--- src/rtl/countdown_timer.sv ---
// Seconds countdown timer with prescaler, pause, one-shot/auto-reload and
// warn/expiry flags. All outputs are registered.
module countdown_timer #(
    parameter int TICKS_PER_SEC = 50000000,
    parameter int WIDTH         = 5,
    parameter int WARN_LEVEL    = 3
) (
    input  logic             clk,
    input  logic             rst,
    input  logic             load,
    input  logic [WIDTH-1:0] load_value,
    input  logic             pause,
    input  logic             reload_mode,
    output logic [WIDTH-1:0] timeleft,
    output logic             running,
    output logic             warn,
    output logic             end_f,
    output logic             expired
);

    localparam int PW = (TICKS_PER_SEC > 1) ? $clog2(TICKS_PER_SEC) : 1;
    localparam logic [PW-1:0] LAST = PW'(TICKS_PER_SEC - 1);

    typedef enum logic [1:0] {IDLE, RUN, PAUSED, DONE} state_t;

    state_t           state;
    logic [PW-1:0]    presc;
    logic [WIDTH-1:0] reload_val;

    function automatic logic warn_of(input logic [WIDTH-1:0] v);
        return (v != '0) && (32'(v) <= WARN_LEVEL);
    endfunction

    always_ff @(posedge clk or posedge rst) begin
        if (rst) begin
            state      <= IDLE;
            presc      <= '0;
            reload_val <= '0;
            timeleft   <= '0;
            running    <= 1'b0;
            warn       <= 1'b0;
            end_f      <= 1'b0;
            expired    <= 1'b0;
        end else begin
            expired <= 1'b0;
            if (load) begin
                timeleft   <= load_value;
                reload_val <= load_value;
                presc      <= '0;
                if (load_value != '0) begin
                    state   <= RUN;
                    running <= 1'b1;
                    end_f   <= 1'b0;
                    warn    <= warn_of(load_value);
                end else begin
                    state   <= DONE;
                    running <= 1'b0;
                    end_f   <= 1'b1;
                    warn    <= 1'b0;
                    expired <= 1'b1;
                end
            end else begin
                case (state)
                    RUN: begin
                        // A completing tick still takes effect when pause rises on the same edge
                        if (pause)
                            state <= PAUSED;
                        if (presc == LAST) begin
                            presc <= '0;
                            if (timeleft <= WIDTH'(1)) begin
                                expired <= 1'b1;
                                if (reload_mode) begin
                                    timeleft <= reload_val;
                                    warn     <= warn_of(reload_val);
                                end else begin
                                    timeleft <= '0;
                                    state    <= DONE;
                                    running  <= 1'b0;
                                    warn     <= 1'b0;
                                    end_f    <= 1'b1;
                                end
                            end else begin
                                timeleft <= timeleft - WIDTH'(1);
                                warn     <= warn_of(timeleft - WIDTH'(1));
                            end
                        end else begin
                            presc <= presc + PW'(1);
                        end
                    end
                    PAUSED: begin
                        if (!pause)
                            state <= RUN;
                    end
                    default: ;
                endcase
            end
        end
    end

endmodule

--- config.mk ---
export PLATFORM = sky130hd
export DESIGN_NAME = countdown_timer
export DESIGN_NICKNAME = d
export VERILOG_FILES = /design/src/rtl/countdown_timer.sv
export SDC_FILE = /design/constraint.sdc
export NUM_CORES = 1
export LEC_CHECK = 0
export CORE_MARGIN = 3
export CORE_UTILIZATION = 58
export CTS_CLUSTER_DIAMETER = 50
export CTS_CLUSTER_SIZE = 20
export DETAILED_ROUTE_END_ITERATION = 16
export PLACE_DENSITY = 0.85
export SETUP_SLACK_MARGIN = 0.1
export SLEW_MARGIN = 5
export SYNTH_ARGS = -nofsm -noshare
export SYNTH_HDL_FRONTEND = slang
export SYNTH_SLANG_ARGS = --single-unit
--- constraint.sdc ---
create_clock -name clk -period 2.9 [get_ports clk]
set_clock_uncertainty 0.15 [all_clocks]
set_input_delay 0.58 -clock clk [delete_from_list [all_inputs] [get_ports clk]]
set_output_delay 0.58 -clock clk [all_outputs]
set_load 0.005 [all_outputs]
==> reports/metrics.yaml, run 1 <==
run_status:
  status: "finished, final reports clean"
synth:
  synth_seq_area_share_pct: 42.25
  avgSynthCellArea_um2: 9.179
  syn-num-nets: 286
  ys_types: 54
  ys_seq_elements: 42
  synth_top_flop_cell: "dfrtp_1"
  ys_warn_count: 0
  synth_edf_count: 0
  synth_cells: 271
  synthArstFlopShare_pct: 100.0
  syn_area_um2: 2487
critical_path:
  worstPathCellList: "clkdlybuf4s50_1 -> or3_1 -> nor3_1 -> nand2_1 -> o21a_1 -> a31oi_1"
  critical_path_arrival_ns: 2.32
  r2r_start: "timeleft[1]$_DFFE_PP0P_"
  cp_max_fo: 3
  cpPeakStageDelay_ns: 0.47
  path_delay_family: "simple AND/OR/NAND/NOR gates"
  worst-path-buf-inv: 1
  critPathLaunch: "load_value[4]"
  slowest_stage: "clkdlybuf4s50_1"
  start_kind: "input pin"
  worstPathRequired_ns: 2.98
  critPathCaptureType: "flip-flop"
  critical_path_class: "in -> reg"
sta:
  worstMarginPinSlew_ns: 0.5857
  finalHoldViolations: 0
  fmax_mhz: 446.4
  rsz0062_at_grt: "no"
  final.setup.worst_slack_ns: 0.6596
  hold_ws_ns: 0.3534
  period_share_pct: 77.25
  slew_headroom_pct: 60.95
  drv_slew: 0
  setup_violations: 0
  tns_ns: 0
  finalCriticalPeriod_ns: 2.240
place:
  hpwlAfterDp_um: 3770
  place_inst: 331
  postPlaceCellArea_um2: 2714
  io_buffers: 18
  gp_congestion: 0.8483
  place_ws_ns: 0.3910
clocking:
  cts_made_buffers: 5
  clk_latency_ns: 0.30
  clock_sinks: 42
  cts_tree: "built"
  cts_resized: 0
  cts-root-buf: "clkbuf_8"
  postCtsSetupBuffers: 0
  cts.path.max_buffers: 2
  postCtsHoldBufs: 0
  cts.clk_slew.worst_paths_ns: 0.09
  htreeDepth: 2
floorplanning:
  start_util_pct: 61.30
  dieWidth_um: 71.49
  num_rows: 23
  pin_count: 19
  core_um2: 4058
  fp.dieArea_um2: 5110
  die_h_um: 71.49
global_routing:
  antenna_found_initial: 0
  grt_overflow_total: 0
  grt_pass1_wl_um: 9556
  globalRouteTotalUtil_pct: 23.50
  grt_pass1_vias: 2076
  grt_max_degree: 43
power_and_ir_drop:
  power.density_nw_per_um2: 450.7
  power_leakage_nw: 1.123
  ir_drop_mv: 0.3113
  power_mw: 1.272
route:
  drt_iter0_markers: 162
  post_drt_wl_per_cell_um: 15.84
  routed_via_density: 6.245
  wl_um: 5370
  dr.pass1.iters: 4
  drtAntennaViolNets: 0
  vias: 2117
  drc_errors: 0
finish:
  final_common_cell: "dfrtp_1"
  synthToLayoutAreaGrowth_pct: 13.48
  layout-drive-gt1-share_pct: 9.689
  fillCellCount: 302
  fin_area_um2: 2823
  final_core_util_pct: 69.57
  n_antenna_cell: 0
  layout.nets: 303
  final_cell_mix: "dfrtp_1, nand2_1, nor2_1"
  stdcell_count: 339
flow_run:
  maxCapViolCount: 0
hold_path:
  hp-class: "reg -> reg"
  worstHoldStart: "end_f$_DFFE_PP0P_"
[Yosys cell counts, types with 2 or more instances]
library cell  count  area share [%]
dfrtp_1          42              42
nor3_1            9             1.8
nand3_1           9             1.8
o21ai_0          14             2.8
a2111oi_0         2            0.70
buf_1             2            0.30
and2_1            2            0.50
nand2b_1          2            0.50
a31o_1            2            0.70
mux2_2            4             1.8
o2111ai_1         2            0.70
a21oi_1          13             2.6
xor2_1            2            0.70
a31oi_1           3            0.75
ha_1              5             2.5
and3_1            3            0.75
a211oi_1          2            0.60
a21o_1            2            0.60
buf_2             4            0.80
inv_1            14             2.1
o21ai_1           3            0.60
o31ai_1           3            0.91
nor4_1            6             1.5
nor2_1           24             3.6
clkbuf_1          8             1.2
nor4_2            2             1.0
mux2i_1           6             2.4
nand4_1           5             1.3
or3_1             9             2.3
and4_1            4             1.4
or4_1             3            0.91
nand2_1          25             3.8
xnor2_1          14             4.9
[worst register-to-register path: stages, from the launching register on]
cell     delay (ns)
dfrtp_1        0.42
inv_1          0.14
ha_1           0.16
o21ba_2        0.18
or4_1          0.53
nor4_1         0.29
nor2_1         0.10
a31oi_1        0.18
[registers in the layout, indices dropped and copies added, names as in the netlist]
register,cells
end_f,1
expired,1
presc,26
reload_val,5
running,1
state,2
timeleft,5
warn,1
[cell families after synthesis]
kind of cell    count (synthesis)  share of synthesized area [%]
fa+ha+maj                       5                          2.515
compound gates                 55                          14.44
xor+xnor                       16                          5.634
mux                            10                          4.225
buf+inv                        30                          5.030
simple gates                  113                          25.91
flops                          42                          42.25
[power by group]
group / switching (mW) / total (mW) / internal (mW)
logic: 0.0977 / 0.176 / 0.0787
registers: 0.0261 / 0.634 / 0.608
clock network: 0.208 / 0.462 / 0.253
[layout make-up]
type                       count  area (µm²)  area share [%]
clock buffer                   5       68.82           2.438
inverter                      15       56.30           1.995
timing repair buffer          25       232.7           8.245
clock inverter                 3       40.04           1.418
tap                           50       62.56           2.216
multi-input combinational    199        1311           46.45
sequential                    42        1051           37.23
[path summary, 6_finish.rpt]
check | slack (ns) | endpoint | cells past startpoint
hold / removal | 0.35 | end_f$_DFFE_PP0P_ | 1
hold reg to reg | 0.35 | end_f$_DFFE_PP0P_ | 1
min in group asynchronous | 0.56 | reload_val[2]$_DFFE_PP0P_ | 3
max in group asynchronous | 1.69 | presc[20]$_DFFE_PP0P_ | 3
setup / recovery | 0.66 | state[1]$_DFFE_PP0P_ | 6
setup reg to reg | 0.69 | state[1]$_DFFE_PP0P_ | 7
[per-layer routing]
metal,vias up,share of wire (%),track usage (%),wire (µm)
li1,1008,-,-,-
met1,1028,44,32.32,2379
met2,73,49,36.94,2609
met3,8,5.5,5.610,296
met4,0,1.6,7.516,84
met5,-,0,0,0
Power figures use the tool's default switching activity.
==> run 2, diff against run 1 <==
--- a/config.mk
+++ b/config.mk
@@ -6,11 +6,11 @@
 export NUM_CORES = 1
 export LEC_CHECK = 0
 export CORE_MARGIN = 3
-export CORE_UTILIZATION = 58
+export CORE_UTILIZATION = 53
 export CTS_CLUSTER_DIAMETER = 50
 export CTS_CLUSTER_SIZE = 20
 export DETAILED_ROUTE_END_ITERATION = 16
-export PLACE_DENSITY = 0.85
+export PLACE_DENSITY = 0.82
 export SETUP_SLACK_MARGIN = 0.1
 export SLEW_MARGIN = 5
 export SYNTH_ARGS = -nofsm -noshare
==> constraint.sdc (replaced) <==
create_clock -name clk -period 1.84 [get_ports clk]
set_clock_uncertainty 0.15 [all_clocks]
set_input_delay 0.368 -clock clk [delete_from_list [all_inputs] [get_ports clk]]
set_output_delay 0.368 -clock clk [all_outputs]
set_load 0.005 [all_outputs]
==> run 2 against run 1 <==
  * The flow now finishes with violations (setup timing)
  * Final cell count rose by 26%
  * Flip-flop and latch count unchanged
  * Sequential share of layout area shrank 9.8 points
  * Combinational power rose to 2.9 times the previous value
  * Clock power grew 62%
  * Cell area grew 36%
  * First-iteration DRC count up 120%
  * Register-to-register slack worse by 0.94 ns
  * Non-clock buffer count is 86 higher
==> reports/metrics.yaml, run 2 (synthesis results as in run 1) <==
finish:
  regArea_um2: 1056  # +0.48%
  final_common_cell: "buf_4"
  layout-drive-gt1-share_pct: 45.07  # +35 points
  synthToLayoutAreaGrowth_pct: 54.83
  multi_input_area_um2: 1579  # +20%
  largest_reg_flops: 26  # unchanged
  top_regs: "presc x26, reload_val x5, timeleft x5"
  regMostFlops: "presc"
  n_antenna_cell: 0  # unchanged
  fin_area_um2: 3851  # +36%
  final_cell_mix: "buf_4, dfrtp_1, nand2_1"
  layout.nets: 389  # +28%
  fillCellCount: 194  # -36%
  stdcell_count: 427  # +26%
place:
  postPlaceCellArea_um2: 3289  # +21%
  place_ws_ns: -0.4278  # -0.8188 ns
  place_inst: 403  # +22%
  io_buffers: 18  # unchanged
  hpwlAfterDp_um: 4749  # +26%
  gp_congestion: 0.8798  # +3.7%
sta:
  finalCriticalPeriod_ns: 2.094
  fmax_mhz: 477.6
  finalHoldViolations: 0  # unchanged
  slew_headroom_pct: 70.37  # +9.4 points
  final.setup.worst_slack_ns: -0.2538  # -0.9134 ns
  rsz0062_at_grt: "yes"
  worstMarginPinSlew_ns: 0.4332  # -0.1525 ns
  period_share_pct: 113.8
  hold_ws_ns: 0.2743  # -0.07914 ns
  setup_violations: 32  # +32
  drv_slew: 0  # unchanged
run_status:
  status: "finished with violations"
  violations: "setup timing"
flow_run:
  maxCapViolCount: 0  # unchanged
clocking:
  cts-root-buf: "clkbuf_8"
  postCtsHoldBufs: 0  # unchanged
  cts_tree: "built"
  htreeDepth: 2  # unchanged
  clk_latency_ns: 0.31  # about the same
  clock_sinks: 42  # unchanged
  cts_made_buffers: 5  # unchanged
  cts.clk_slew.worst_paths_ns: 0.09  # about the same
  cts.path.max_buffers: 2  # unchanged
route:
  vias: 2813  # +33%
  drtAntennaViolNets: 0  # unchanged
  routed_via_density: 6.588  # +5.5%
  drc_errors: 0  # unchanged
  wl_um: 9310  # +73%
  drt_iter0_markers: 356  # +120%
  dr.pass1.iters: 5  # +1
  post_drt_wl_per_cell_um: 21.80  # +38%
critical_path:
  slowest_stage: "or4_4"
  critical_path_class: "reg -> reg"
  worstPathRequired_ns: 1.93  # -1.05 ns
  reg2reg_to: "timeleft[3]$_DFFE_PP0P_"
  path_delay_family: "simple AND/OR/NAND/NOR gates"
  reg2reg_depth: 7  # unchanged
  start_kind: "flip-flop"
  r2r_start: "timeleft[1]$_DFFE_PP0P_"
  r2r_setup_slack_ns: -0.25  # -0.94 ns
  worstPathCellList: "inv_2 -> ha_1 -> o21ba_4 -> or4_4 -> mux2i_1 -> mux2_2 -> o21ai_1"
  critical_path_arrival_ns: 2.18  # -0.14 ns
  critPathLaunch: "timeleft[1]$_DFFE_PP0P_"
  worst-path-buf-inv: 1  # unchanged
  cpPeakStageDelay_ns: 0.46  # about the same
  cp_max_fo: 4  # +1
  critPathCaptureType: "flip-flop"
global_routing:
  grt_pass1_vias: 2728  # +31%
  globalRouteTotalUtil_pct: 32.02  # +8.5 points
  use_met3_pct: 7.162  # +1.6 points
  met2_usage_pct: 52.00  # +15 points
  grt_overflow_total: 0  # unchanged
  grt_max_degree: 43  # unchanged
  busiest_layer: "met2"
  grt_pass1_wl_um: 13390  # +40%
  antenna_found_initial: 0  # unchanged
  grtUsageMet1_pct: 40.15  # +7.8 points
floorplanning:
  start_util_pct: 55.97  # -5.3 points
  fp.dieArea_um2: 5551  # +8.6%
  num_rows: 24  # +4.3%
  core_um2: 4444  # +9.5%
  dieWidth_um: 74.51  # +4.2%
  die_h_um: 74.51  # +4.2%
  pin_count: 19  # unchanged
power_and_ir_drop:
  switching_share_pct: 28.52  # +2.4 points
  seq_power_share_pct: 44.0  # -5.8 points
  p_comb_share_pct: 22.6  # +8.7 points
  power_leakage_nw: 1.615  # +44%
  ir_drop_mv: 0.4756  # +53%
  p_int_mw: 1.604  # +71%
  power_switching_mw: 0.6401  # +93%
  power.density_nw_per_um2: 582.8  # +29%
  power_mw: 2.244  # +76%
  clockPowerShare_pct: 33.4  # -2.9 points
hold_path:
  hp-class: "in -> async"
run 2: worst max-delay path by stage:
stage,depth (start not counted),end
finish,7,timeleft[3]$_DFFE_PP0P_
global placement,6,state[1]$_DFFE_PP0P_
floorplan,8,timeleft[3]$_DFFE_PP0P_
detailed placement,6,state[1]$_DFFE_PP0P_
global route,7,timeleft[3]$_DFFE_PP0P_
CTS,6,timeleft[0]$_DFFE_PP0P_
run 2: tightest hold or removal path: stages:
cell             delay, ns
clkdlybuf4s50_1       0.40
inv_1                 0.10
buf_12                0.25
run 2: power groups by stage:
stage | registers (mW) | clock network [mW] | logic [mW]
after floorplan | 1.01 | 0 | 0.185
after global placement | 0.999 | 0 | 0.382
after detailed placement | 1.00 | 0 | 0.400
after CTS | 0.983 | 0.736 | 0.454
after global routing | 0.993 | 0.796 | 0.540
final | 0.988 | 0.749 | 0.507
run 2: through the flow:
step,utilization (%),TNS [ns]
CTS,83.42,-1.653
finish,86.66,-5.857
floorplan,-,-0.8199
global route,86.66,-7.942
detailed placement,74.01,-6.278
global placement,74.01,-5.321
run 2: metal layers:
metal	vias to the layer above	routed length (µm)
met5	-	0
met4	0	422
met3	55	880
met2	218	4427
met1	1358	3579
li1	1182	-
run 2: timing repair:
item | 4_1_cts | 5_1_grt
setup buffers | 11 | 4
gates cloned | 1 | 0
gates resized for setup | 62 | 33
endpoints found under the setup margin | 39 | 37
hold endpoints to repair | 0 | 0
pin swaps | 15 | 12
run 2: cell type report:
class,instances,share of cell area (%)
multi-input cells,199,41.00
clock buffers,5,1.787
well taps,52,1.689
inverters,15,1.462
clock inverters,3,1.040
repair buffers,111,25.60
flip-flops and latches,42,27.42
==> run 3, diff against run 2 <==
--- a/config.mk
+++ b/config.mk
@@ -5,7 +5,7 @@
 export SDC_FILE = /design/constraint.sdc
 export NUM_CORES = 1
 export LEC_CHECK = 0
-export CORE_MARGIN = 3
+export CAP_MARGIN = 20
 export CORE_UTILIZATION = 53
 export CTS_CLUSTER_DIAMETER = 50
 export CTS_CLUSTER_SIZE = 20
==> run 3 against run 2 <==
  * The run still ends with setup timing left
  * Combinational power rose by 11%
  * Die area fell by 10%
  * Fmax shrank 6.0%
  * Highest routed layer unchanged
  * Hold slack worse by 0.014 ns
  * Largest power group unchanged
==> reports/metrics.yaml, run 3 (synthesis results as in run 1) <==
global_routing:
  grt_overflow_total: 0  # unchanged
  use_met3_pct: 6.926  # -0.24 points
  grt_pass1_vias: 2860  # +4.8%
  busiest_layer: "met2"
  grt_max_degree: 43  # unchanged
  antenna_found_initial: 0  # unchanged
  globalRouteTotalUtil_pct: 38.66  # +6.6 points
  met2_usage_pct: 66.34  # +14 points
  grt_pass1_wl_um: 14560  # +8.7%
  grtUsageMet1_pct: 47.53  # +7.4 points
sta:
  finalCriticalPeriod_ns: 2.228  # +0.1338 ns
  tns_ns: -5.940  # -0.08253 ns
  setup_violations: 34  # +6.3%
  fmax_mhz: 448.9  # -6.0%
  drv_slew: 0  # unchanged
  final.setup.worst_slack_ns: -0.3876  # -0.1338 ns
  slew_headroom_pct: 66.01  # -4.4 points
  period_share_pct: 121.1  # +7.3 points
  finalHoldViolations: 0  # unchanged
  rsz0062_at_grt: "yes"
  hold_ws_ns: 0.2607  # -0.01361 ns
  worstMarginPinSlew_ns: 0.5059  # +0.07269 ns
route:
  dr.pass1.iters: 5  # unchanged
  drc_errors: 0  # unchanged
  routed_via_density: 6.966  # +5.7%
  vias: 3072  # +9.2%
  drt_iter0_markers: 371  # +4.2%
  post_drt_wl_per_cell_um: 25.37  # +16%
  wl_um: 11190  # +20%
  drtAntennaViolNets: 0  # unchanged
critical_path:
  critical_path_arrival_ns: 2.31  # +0.13 ns
  critPathCaptureType: "flip-flop"
  start_kind: "flip-flop"
  cpPeakStageDelay_ns: 0.42  # -0.04 ns
  worstPathCellList: "nor4b_4 -> nand3_2 -> buf_6 -> nor3_4 -> mux2_2 -> o21ai_2"
  worstPathRequired_ns: 1.92  # about the same
  critical_path_class: "reg -> reg"
  slowest_stage: "dfrtp_1"
  r2r_setup_slack_ns: -0.39  # -0.13 ns
  cp_max_fo: 3  # -1
clocking:
  clock_sinks: 42  # unchanged
  clk_latency_ns: 0.31  # about the same
  cts_tree: "built"
  cts.path.max_buffers: 2  # unchanged
  cts.clk_slew.worst_paths_ns: 0.10  # about the same
  htreeDepth: 2  # unchanged
  postCtsHoldBufs: 0  # unchanged
  cts-root-buf: "clkbuf_8"
  cts_made_buffers: 5  # unchanged
flow_run:
  maxCapViolCount: 0  # unchanged
floorplanning:
  pin_count: 19  # unchanged
  num_rows: 24  # unchanged
  fp.dieArea_um2: 4971  # -10%
  core_um2: 4444  # unchanged
  dieWidth_um: 70.51  # -5.4%
  die_h_um: 70.51  # -5.4%
  start_util_pct: 55.97  # unchanged
run_status:
  violations: "setup timing"
  status: "finished with violations"
finish:
  regMostFlops: "presc"
  multi_input_area_um2: 1714  # +8.6%
  synthToLayoutAreaGrowth_pct: 65.09
  layout-drive-gt1-share_pct: 49.87  # +4.8 points
  regArea_um2: 1059  # +0.24%
  top_regs: "presc x26, reload_val x5, timeleft x5"
  layout.nets: 403  # +3.6%
  final_common_cell: "buf_4"
  largest_reg_flops: 26  # unchanged
  final_cell_mix: "buf_4, dfrtp_1, nand2_1"
  final_core_util_pct: 92.40  # +5.7 points
  fillCellCount: 143  # -26%
  n_antenna_cell: 0  # unchanged
power_and_ir_drop:
  ir_drop_mv: 0.3612  # -24%
  power.density_nw_per_um2: 537.6  # -7.7%
  power_mw: 2.208  # -1.6%
  power_leakage_nw: 1.734  # +7.4%
hold_path:
  hp-class: "in -> async"
place:
  gp_congestion: 0.9640  # +9.6%
  hpwlAfterDp_um: 4977  # +4.8%
  place_ws_ns: -0.3526  # +0.07516 ns
  io_buffers: 18  # unchanged
## run 3: final timing paths
check                                 startpoint                         to  depth (start not counted)
max                        presc[16]$_DFFE_PP0P_    timeleft[3]$_DFFE_PP0P_                          6
min                                          rst  reload_val[3]$_DFFE_PP0P_                          3
max reg2reg                presc[16]$_DFFE_PP0P_    timeleft[3]$_DFFE_PP0P_                          6
min reg2reg                    end_f$_DFFE_PP0P_          end_f$_DFFE_PP0P_                          1
max in group asynchronous                    rst       presc[9]$_DFFE_PP0P_                          3
min in group clk               end_f$_DFFE_PP0P_          end_f$_DFFE_PP0P_                          1
## run 3: through the flow
| step | cells | area [µm²] |
|---|---|---|
| 6_report | 441 | 4106 |
| 5_1_grt | 441 | 4106 |
| 4_1_cts | 429 | 3860 |
| 3_5_place_dp | 401 | 3287 |
| 3_3_place_gp | 401 | 3287 |
| 2_1_floorplan | 271 | 2519 |
## run 3: cell type report
class | instances | area share, %
Clock buffer | 7 | 2.102
Clock inverter | 1 | 0.1219
Inverter | 15 | 1.371
Multi-Input combinational cell | 199 | 41.74
Sequential cell | 42 | 25.78
Tap cell | 52 | 1.584
Timing Repair Buffer | 125 | 27.30
## run 3: power breakdown
part | switching, mW | internal [mW]
registers | 0.0352 | 0.958
clock network | 0.349 | 0.304
logic | 0.297 | 0.264
total | 0.682 | 1.53
## run 3: what timing repair did
item                                    CTS  global route
gates resized for setup                  84            39
endpoints found under the setup margin   39            36
pin swaps                                23            37
setup buffers                            18            15
gates cloned                              2             0
## run 3: routing by layer
layer	up-vias	share of wire, %
met5	-	0
met4	0	4.9
met3	69	11
met2	309	49
met1	1486	36
li1	1208	-
## run 3: worst max-delay path: cells and delay by family (launching register included)
kind	cells	cell delay [ns]
AND/OR/NAND/NOR	3	0.83
flip-flops	1	0.42
multiplexers	1	0.40
AO/OA/AOI/OAI	1	0.18
buffers and inverters	1	0.16
